### config.mk
export PLATFORM = sky130hd
export DESIGN_NAME = pipe_ctrl_unit
export DESIGN_NICKNAME = d
export VERILOG_FILES = /design/src/rtl/pipe_ctrl_pkg.sv /design/src/rtl/pipe_perf_cnt.sv /design/src/rtl/pipe_ctrl_unit.sv
export SDC_FILE = /design/constraint.sdc
export NUM_CORES = 1
export LEC_CHECK = 0
export CAP_MARGIN = 20
export CORE_MARGIN = 2
export CORE_UTILIZATION = 29
export DETAILED_ROUTE_END_ITERATION = 6
export GPL_ROUTABILITY_DRIVEN = 0
export PLACE_DENSITY = 0.86
export SYNTH_ARGS = -nofsm -noshare
export SYNTH_HDL_FRONTEND = slang
export SYNTH_SLANG_ARGS = --single-unit
### constraint.sdc
create_clock -name clk -period 2 [get_ports clk]
set_clock_uncertainty 0.05 [all_clocks]
set_input_delay 0.6 -clock clk [delete_from_list [all_inputs] [get_ports clk]]
set_output_delay 0.6 -clock clk [all_outputs]
set_load 0.05 [all_outputs]
### src/rtl/pipe_ctrl_pkg.sv
`default_nettype none
// ============================================================================
// Module   : pipe_ctrl_pkg
// Brief    : Shared constants for the pipeline controller (FSM encoding,
//            NOP word, default bus watchdog limit).
// Revision : 1.0 - initial release
// ============================================================================
package pipe_ctrl_pkg;

    localparam logic [1:0] c_st_run      = 2'd0;
    localparam logic [1:0] c_st_mem_wait = 2'd1;
    localparam logic [1:0] c_st_div_wait = 2'd2;

    // Bubble word inserted by flush consumers (addi x0, x0, 0)
    localparam logic [31:0] c_nop_insn = 32'h0000_0013;

    localparam int unsigned c_mem_timeout_def = 255;

    typedef struct packed {
        logic stall_pc;
        logic stall_if_id;
        logic stall_id_ex;
        logic stall_ex_mem;
        logic flush_if_id;
        logic flush_id_ex;
        logic pc_redirect;
    } ctrl_t;

endpackage
`default_nettype wire

### src/rtl/pipe_perf_cnt.sv
`default_nettype none
// ============================================================================
// Module   : pipe_perf_cnt
// Brief    : Wrapping event counter with enable and synchronous clear.
// Revision : 1.0 - initial release
// ============================================================================
module pipe_perf_cnt #(
    parameter int unsigned CNT_W = 32
) (
    input  logic             clk,
    input  logic             rst,
    input  logic             clr,
    input  logic             en,
    output logic [CNT_W-1:0] count
);

    logic [CNT_W-1:0] r_cnt;

    always_ff @(posedge clk) begin
        if (!rst || clr) begin
            r_cnt <= '0;
        end else if (en) begin
            r_cnt <= r_cnt + CNT_W'(1);
        end
    end

    assign count = r_cnt;

endmodule
`default_nettype wire

### src/rtl/pipe_ctrl_unit.sv
`default_nettype none
// ============================================================================
// Module   : pipe_ctrl_unit
// Brief    : 5-stage pipeline stall/flush controller with bus watchdog.
//            Optional performance counters under PIPE_CTRL_PERF_EN.
// Revision : 1.0 - initial release
// ============================================================================
module pipe_ctrl_unit
    import pipe_ctrl_pkg::*;
#(
    parameter int unsigned MEM_TIMEOUT = c_mem_timeout_def,
    parameter int unsigned CNT_W       = 32
) (
    input  logic             clk,
    input  logic             rst,
    input  logic             load_use_stall,
    input  logic             jump_flag,
    input  logic [31:0]      jump_addr,
    input  logic             div_start,
    input  logic             div_done,
    input  logic             mem_req,
    input  logic             mem_ack,
    output logic             stall_pc,
    output logic             stall_if_id,
    output logic             stall_id_ex,
    output logic             stall_ex_mem,
    output logic             flush_if_id,
    output logic             flush_id_ex,
    output logic             pc_redirect,
    output logic [31:0]      redirect_addr,
    output logic             bus_err,
    output logic [CNT_W-1:0] perf_stall_cnt,
    output logic [CNT_W-1:0] perf_flush_cnt
);

    localparam logic [15:0] c_timeout    = 16'(MEM_TIMEOUT);
    localparam logic [15:0] c_timeout_m1 = 16'(MEM_TIMEOUT - 1);

    logic [1:0]  r_state;
    logic [1:0]  w_next_state;
    logic [15:0] r_wait_cnt;
    logic        r_bus_err;
    logic        w_bus_err_set;
    logic        w_mem_stall;
    logic        w_timeout;
    ctrl_t       w_ctl;

    assign w_mem_stall   = mem_req & ~mem_ack;
    assign w_timeout     = (r_wait_cnt == c_timeout);
    // Flag is registered so it appears in the exit cycle after the last wait
    assign w_bus_err_set = (r_state == c_st_mem_wait) && !w_timeout && !mem_ack
                           && (r_wait_cnt == c_timeout_m1);

    always_ff @(posedge clk) begin
        if (!rst) begin
            r_state    <= c_st_run;
            r_wait_cnt <= '0;
            r_bus_err  <= 1'b0;
        end else begin
            r_state   <= w_next_state;
            r_bus_err <= w_bus_err_set;
            if ((r_state == c_st_mem_wait) && (w_next_state == c_st_mem_wait)) begin
                r_wait_cnt <= r_wait_cnt + 16'd1;
            end else begin
                r_wait_cnt <= '0;
            end
        end
    end

    always_comb begin
        w_next_state = r_state;
        case (r_state)
            c_st_run: begin
                if (w_mem_stall) begin
                    w_next_state = c_st_mem_wait;
                end else if (!jump_flag && div_start) begin
                    w_next_state = c_st_div_wait;
                end
            end
            c_st_mem_wait: begin
                if (w_timeout || mem_ack) begin
                    w_next_state = c_st_run;
                end
            end
            c_st_div_wait: begin
                if (div_done) begin
                    w_next_state = w_mem_stall ? c_st_mem_wait : c_st_run;
                end
            end
            default: w_next_state = c_st_run;
        endcase
    end

    always_comb begin
        w_ctl = '0;
        case (r_state)
            c_st_run: begin
                if (w_mem_stall) begin
                    w_ctl.stall_pc     = 1'b1;
                    w_ctl.stall_if_id  = 1'b1;
                    w_ctl.stall_id_ex  = 1'b1;
                    w_ctl.stall_ex_mem = 1'b1;
                end else if (jump_flag) begin
                    w_ctl.pc_redirect  = 1'b1;
                    w_ctl.flush_if_id  = 1'b1;
                    w_ctl.flush_id_ex  = 1'b1;
                end else if (div_start) begin
                    w_ctl.stall_pc     = 1'b1;
                    w_ctl.stall_if_id  = 1'b1;
                    w_ctl.stall_id_ex  = 1'b1;
                end else if (load_use_stall) begin
                    w_ctl.stall_pc     = 1'b1;
                    w_ctl.stall_if_id  = 1'b1;
                    w_ctl.flush_id_ex  = 1'b1;
                end
            end
            c_st_mem_wait: begin
                if (!w_timeout && !mem_ack) begin
                    w_ctl.stall_pc     = 1'b1;
                    w_ctl.stall_if_id  = 1'b1;
                    w_ctl.stall_id_ex  = 1'b1;
                    w_ctl.stall_ex_mem = 1'b1;
                end
            end
            c_st_div_wait: begin
                // A bus wait coinciding with div_done carries straight into MEM_WAIT
                if (!div_done || w_mem_stall) begin
                    w_ctl.stall_pc     = 1'b1;
                    w_ctl.stall_if_id  = 1'b1;
                    w_ctl.stall_id_ex  = 1'b1;
                    w_ctl.stall_ex_mem = w_mem_stall;
                end
            end
            default: w_ctl = '0;
        endcase
    end

    assign stall_pc      = rst & w_ctl.stall_pc;
    assign stall_if_id   = rst & w_ctl.stall_if_id;
    assign stall_id_ex   = rst & w_ctl.stall_id_ex;
    assign stall_ex_mem  = rst & w_ctl.stall_ex_mem;
    assign flush_if_id   = rst & w_ctl.flush_if_id;
    assign flush_id_ex   = rst & w_ctl.flush_id_ex;
    assign pc_redirect   = rst & w_ctl.pc_redirect;
    assign redirect_addr = rst ? jump_addr : 32'h0;
    assign bus_err       = rst & r_bus_err;

`ifdef PIPE_CTRL_PERF_EN
    logic [CNT_W-1:0] w_perf_stall;
    logic [CNT_W-1:0] w_perf_flush;

    pipe_perf_cnt #(.CNT_W(CNT_W)) u_perf_stall (
        .clk   (clk),
        .rst   (rst),
        .clr   (1'b0),
        .en    (stall_pc),
        .count (w_perf_stall)
    );

    pipe_perf_cnt #(.CNT_W(CNT_W)) u_perf_flush (
        .clk   (clk),
        .rst   (rst),
        .clr   (1'b0),
        .en    (flush_id_ex),
        .count (w_perf_flush)
    );

    assign perf_stall_cnt = rst ? w_perf_stall : '0;
    assign perf_flush_cnt = rst ? w_perf_flush : '0;
`else
    assign perf_stall_cnt = '0;
    assign perf_flush_cnt = '0;
`endif

endmodule
`default_nettype wire

Word-level counts from Yosys, hierarchy flattened
Index checks and enable logic that the tools add are counted.

Bitwise logic cells: 10. Add/sub/neg operators: 1. Reductions and logical operators: 14. Mux-type cells: 22. Equal/unequal tests: 5.

Operator list (number): 16-bit by 8-bit == test with 1-bit output (second input constant) (2); 32-bit two-way mux (1); 16-bit by 1-bit adder with 16-bit output (second input constant) (1); 2-bit two-way mux (6); 3-bit two-way mux (4); 4-bit case mux with 3 select lines (1); 1-bit AND (9); 4-bit two-way mux (2); 1-bit two-way mux (7); 1-bit logical AND (6); 2-bit case mux with 3 select lines (1); 2-bit by 1-bit == test with 1-bit output (second input constant) (2); 1-bit logical NOT (4); 2-bit == test (second input constant) (1); 2-bit logical NOT (1); 1-bit logical OR (2); 2-bit AND reduction (1); 1-bit NOT (1).

Bits in registers: 19. Output and inout bits: 104. Input bits: 40.

Depth between registers and ports, before layout
Gate-level depths: netlist of the first run.

Word-level depth: 8. Depth in mapped cells: 6.

Worst setup path after synthesis of the first run
OpenSTA, ideal clock, no wires.

Kind: input-to-output. From: input mem_req. To: output pc_redirect. Data required time: 1.350 ns. Data arrival time: 2.898 ns. Stages: 3. Setup slack: -1.548 ns. Path buffers: 1. Path through: nor2b_1 > nor4b_1 > buf_4.

Word-level cells in the longest chain between the ends: 4.

Ends and longest elaborated chain: from (decl) (RTL line pipe_ctrl_unit.sv:21) `input logic mem_req,`; 1-bit AND (RTL line pipe_ctrl_unit.sv:48) `assign w_mem_stall = mem_req & ~mem_ack;`; 3-bit two-way mux (RTL line pipe_ctrl_unit.sv:98) `if (w_mem_stall) begin`; 3-bit two-way mux (RTL line pipe_ctrl_unit.sv:96) `case (r_state)`; 1-bit AND (RTL line pipe_ctrl_unit.sv:144) `assign pc_redirect = rst & w_ctl.pc_redirect;`; to (decl) (RTL line pipe_ctrl_unit.sv:29) `output logic pc_redirect,`.

Every way passes these cells.

Worst setup path after layout of the first run
From: register r_wait_cnt[10]. To: output stall_if_id.

Word-level cells in the longest chain between the ends: 6.

Ends and longest elaborated chain: from (decl) (RTL line pipe_ctrl_unit.sv:41) `logic [15:0] r_wait_cnt;`; from (signal assigned) (RTL line pipe_ctrl_unit.sv:63) `r_wait_cnt <= r_wait_cnt + 16'd1;`; 16-bit by 8-bit == test with 1-bit output (RTL line pipe_ctrl_unit.sv:49) `assign w_timeout = (r_wait_cnt == c_timeout);`; 1-bit logical NOT (RTL line pipe_ctrl_unit.sv:118) `if (!w_timeout && !mem_ack) begin`; 1-bit logical AND (RTL line pipe_ctrl_unit.sv:118); 4-bit two-way mux (RTL line pipe_ctrl_unit.sv:118); 4-bit case mux with 3 select lines (RTL line pipe_ctrl_unit.sv:96); 1-bit AND (RTL line pipe_ctrl_unit.sv:139) `assign stall_if_id = rst & w_ctl.stall_if_id;`; to (decl) (RTL line pipe_ctrl_unit.sv:24) `output logic stall_if_id,`.

Every way passes these cells.

==> metrics.txt, run 1 <==
Routed wire per std cell 15.07 um; DIE HEIGHT 80.26 um; Cell Area, Synth 0.001687 mm2; clk root buf clkbuf_8; most common cell after layout, fill and taps aside conb_1; Final Hold Fails 0; Slew @ Worst Pin 529.3 ps; Initial Util 0.3026; Crit path arrival time 1710 ps; CTS Buf Count 3; Longest Clk Path Bufs 2; Synthesis Warnings 0; GRT Total Usage 0.1780; r2r endpoint r_wait_cnt[13]; FMAX 423.1 MHz; DRC 0; Leakage 1.539 nW; Worst EP required 1350 ps; Synth area leader buf_4; R2R setup slack 290 ps; Clock Sinks 19; final setup vio count 7; Routed Antenna Nets 0; final setup TNS -1474 ps; Worst setup SP type flip-flop; Synth cell types 33; fraction of layout cells with a size suffix above 1 0.4348; # hold bufs at CTS 0; global-route wire length before repair 8.901 mm; setup ws final -363.5 ps; status complete, but fails checks; Worst VDD drop 0.0002594 V; reg2reg start r_wait_cnt[10]; global-route met3 utilization 0.04270; Seq/Total Area, Yosys 0.2255; DR vias 1723; num rows 27; initial DRC count 148; Top Ports 144; clk_lat worst skew 260 ps; ANT cells 0; CP max stage cell dfxtp_2; vias in the first global route 1689; CTS HTree Levels 1; CP max stage delay 340 ps; Pwr Density 468.5 mW/mm2; WHS 494.7 ps; hold path endpoint r_wait_cnt[0]; crit-path cells nor4_4 -> nand2_1 -> o31a_4 -> o21a_4 -> buf_12; Max-cap violations 0; CTS tree done; area delta synth->final 90.95%; Crit Path Max Fanout 4; Slew HR 0.6439; post-DP HPWL 4.508 mm; die width 80.26 um; top-area cell type share of the netlist area 0.2982; length in cells of the worst reg-to-reg path 6; Pre-antenna DRT Iters 4; Synth Area per Inst 7.772 um2; failing checks negative setup slack; Critical Path End Type primary output; Clock transition at path regs 70 ps; Power, Total 1.509 mW; final wirelength 5.939 mm; post-layout net count 365; commonest cells after routing, fill and taps aside conb_1 (64), buf_12 (41), and2_4 (32), buf_4 (29), nor2_1 (16); filler cell count 434; Min-Delay Path Class reg2reg; vias per std cell 4.373; synthesized instance count 217; Top Usage Layer GRT met2; Crit Path Class reg2out; antenna violations before repair 0; RSZ-0062 raised after global routing yes; met2 GRT Util 0.3342; met1 usage 0.2014; fin crit period 2364 ps; Hold Crit Depth 2; I/O Buffers 79; Tcrit/Tclk final 1.182; synthesized flop and latch total 19; placeable core area 0.005574 mm2; gr ovfl total 0; die area 0.006442 mm2; worst hold start r_wait_cnt[0]; Final Max Slew Viols 0; Synth area leaders buf_4 (30%), dfxtp_1 (23%), and2_1 (12%); largest net degree at the start of global routing 29
-- worst max path at each step --
stage,start,to,slack (ps),cells after the start
finish,r_wait_cnt[10],stall_if_id,-360,5
global route,r_wait_cnt[10],stall_pc,-410,5
CTS,r_wait_cnt[10],stall_if_id,-350,5
detailed placement,mem_ack,stall_if_id,-610,6
global placement,mem_ack,stall_pc,-550,6
floorplan,mem_req,pc_redirect,-280,3
-- cells by family (layout without fill, tap and decap cells) --
kind of cell             count (synthesis)  in the layout  synth area share
AO/OA/AOI/OAI                           18             18           0.08012
XOR/XNOR                                11             11           0.05712
adder cells (fa/ha/maj)                  2              2           0.01483
buffers and inverters                   78            120            0.3279
flip-flops                              19             19            0.2255
other                                    1             64          0.002223
AND/OR/NAND/NOR                         88             88            0.2923
-- layer usage --
| layer | wire length [um] | share of wire | up-vias |
|---|---|---|---|
| met5 | 0 | 0 | - |
| met4 | 123 | 0.021 | 0 |
| met3 | 433 | 0.073 | 10 |
| met2 | 3226 | 0.54 | 105 |
| met1 | 2155 | 0.36 | 820 |
| li1 | - | - | 788 |
-- state kept, by name, summed over array words and instances (netlist names) --
| name | cells |
|---|---|
| r_state | 2 |
| r_wait_cnt | 16 |
| r_bus_err | 1 |
-- where the power goes --
group	internal, mW	leakage (nW)	total, mW	switching, mW
Clock	0.142	0.0228	0.274	0.132
Combinational	0.305	1.36	0.850	0.545
Sequential	0.380	0.156	0.385	0.00414
Total	0.828	1.54	1.51	0.681
-- cells in the mapped netlist (all sizes together) --
library cell	instances
xor2	4
o21ai	3
nand2b	2
nor2	18
dfxtp	19
a31oi	1
nor2b	2
xnor2	7
nor3b	1
o311ai	1
o211a	1
buf	69
nor3	1
nand3	9
clkbuf	4
a21oi	6
nand2	6
o21a	3
or4	2
o31a	1
o31ai	2
conb	1
nor4b	1
nor4	7
and3	2
and4	1
inv	5
and2	33
ha	2
nand4	3
-- layout make-up --
class	instances	area, um2	area share
Inverter	5	21.27	0.006605
Sequential cell	19	390.4	0.1212
Tap cell	72	90.09	0.02797
Clock buffer	4	45.04	0.01399
Timing Repair Buffer	111	1459	0.4530
Multi-Input combinational cell	183	1215	0.3772
-- stage by stage --
| step | area [um2] | setup WS [ps] | utilization | cells |
|---|---|---|---|---|
| CTS | 3161 | -353.3 | 0.5670 | 392 |
| finish | 3221 | -363.5 | 0.5778 | 394 |
| global route | 3221 | -409.2 | 0.5778 | 394 |
| floorplan | 2091 | -282.8 | - | 280 |
| global placement | 3034 | -554.2 | 0.5443 | 386 |
| detailed placement | 3034 | -610.5 | 0.5443 | 386 |
-- worst max-delay path, delay by kind of cell (launching register included) --
kind                   cells  cell delay, ps
AOI/OAI and AO/OA          2             560
and+or+nand+nor            2             410
DFF                        1             340
buffers and inverters      1             150
-- what timing repair did --
item	CTS	global route
setup buffers	2	2
endpoints found under the setup margin	40	20
gates resized for setup	72	16
pin swaps	11	7
hold endpoints to repair	0	0
No activity file was read; power rests on OpenSTA's default activity.
==> run 2, diff against run 1 <==
--- a/config.mk
+++ b/config.mk
@@ -5,6 +5,7 @@
 export SDC_FILE = /design/constraint.sdc
 export NUM_CORES = 1
 export LEC_CHECK = 0
+export ABC_CLOCK_PERIOD_IN_PS = 2000
 export CAP_MARGIN = 20
 export CORE_MARGIN = 2
 export CORE_UTILIZATION = 29
==> results of run 2 <==
The final DEF is identical to that of run 1; final timing and power are the same.
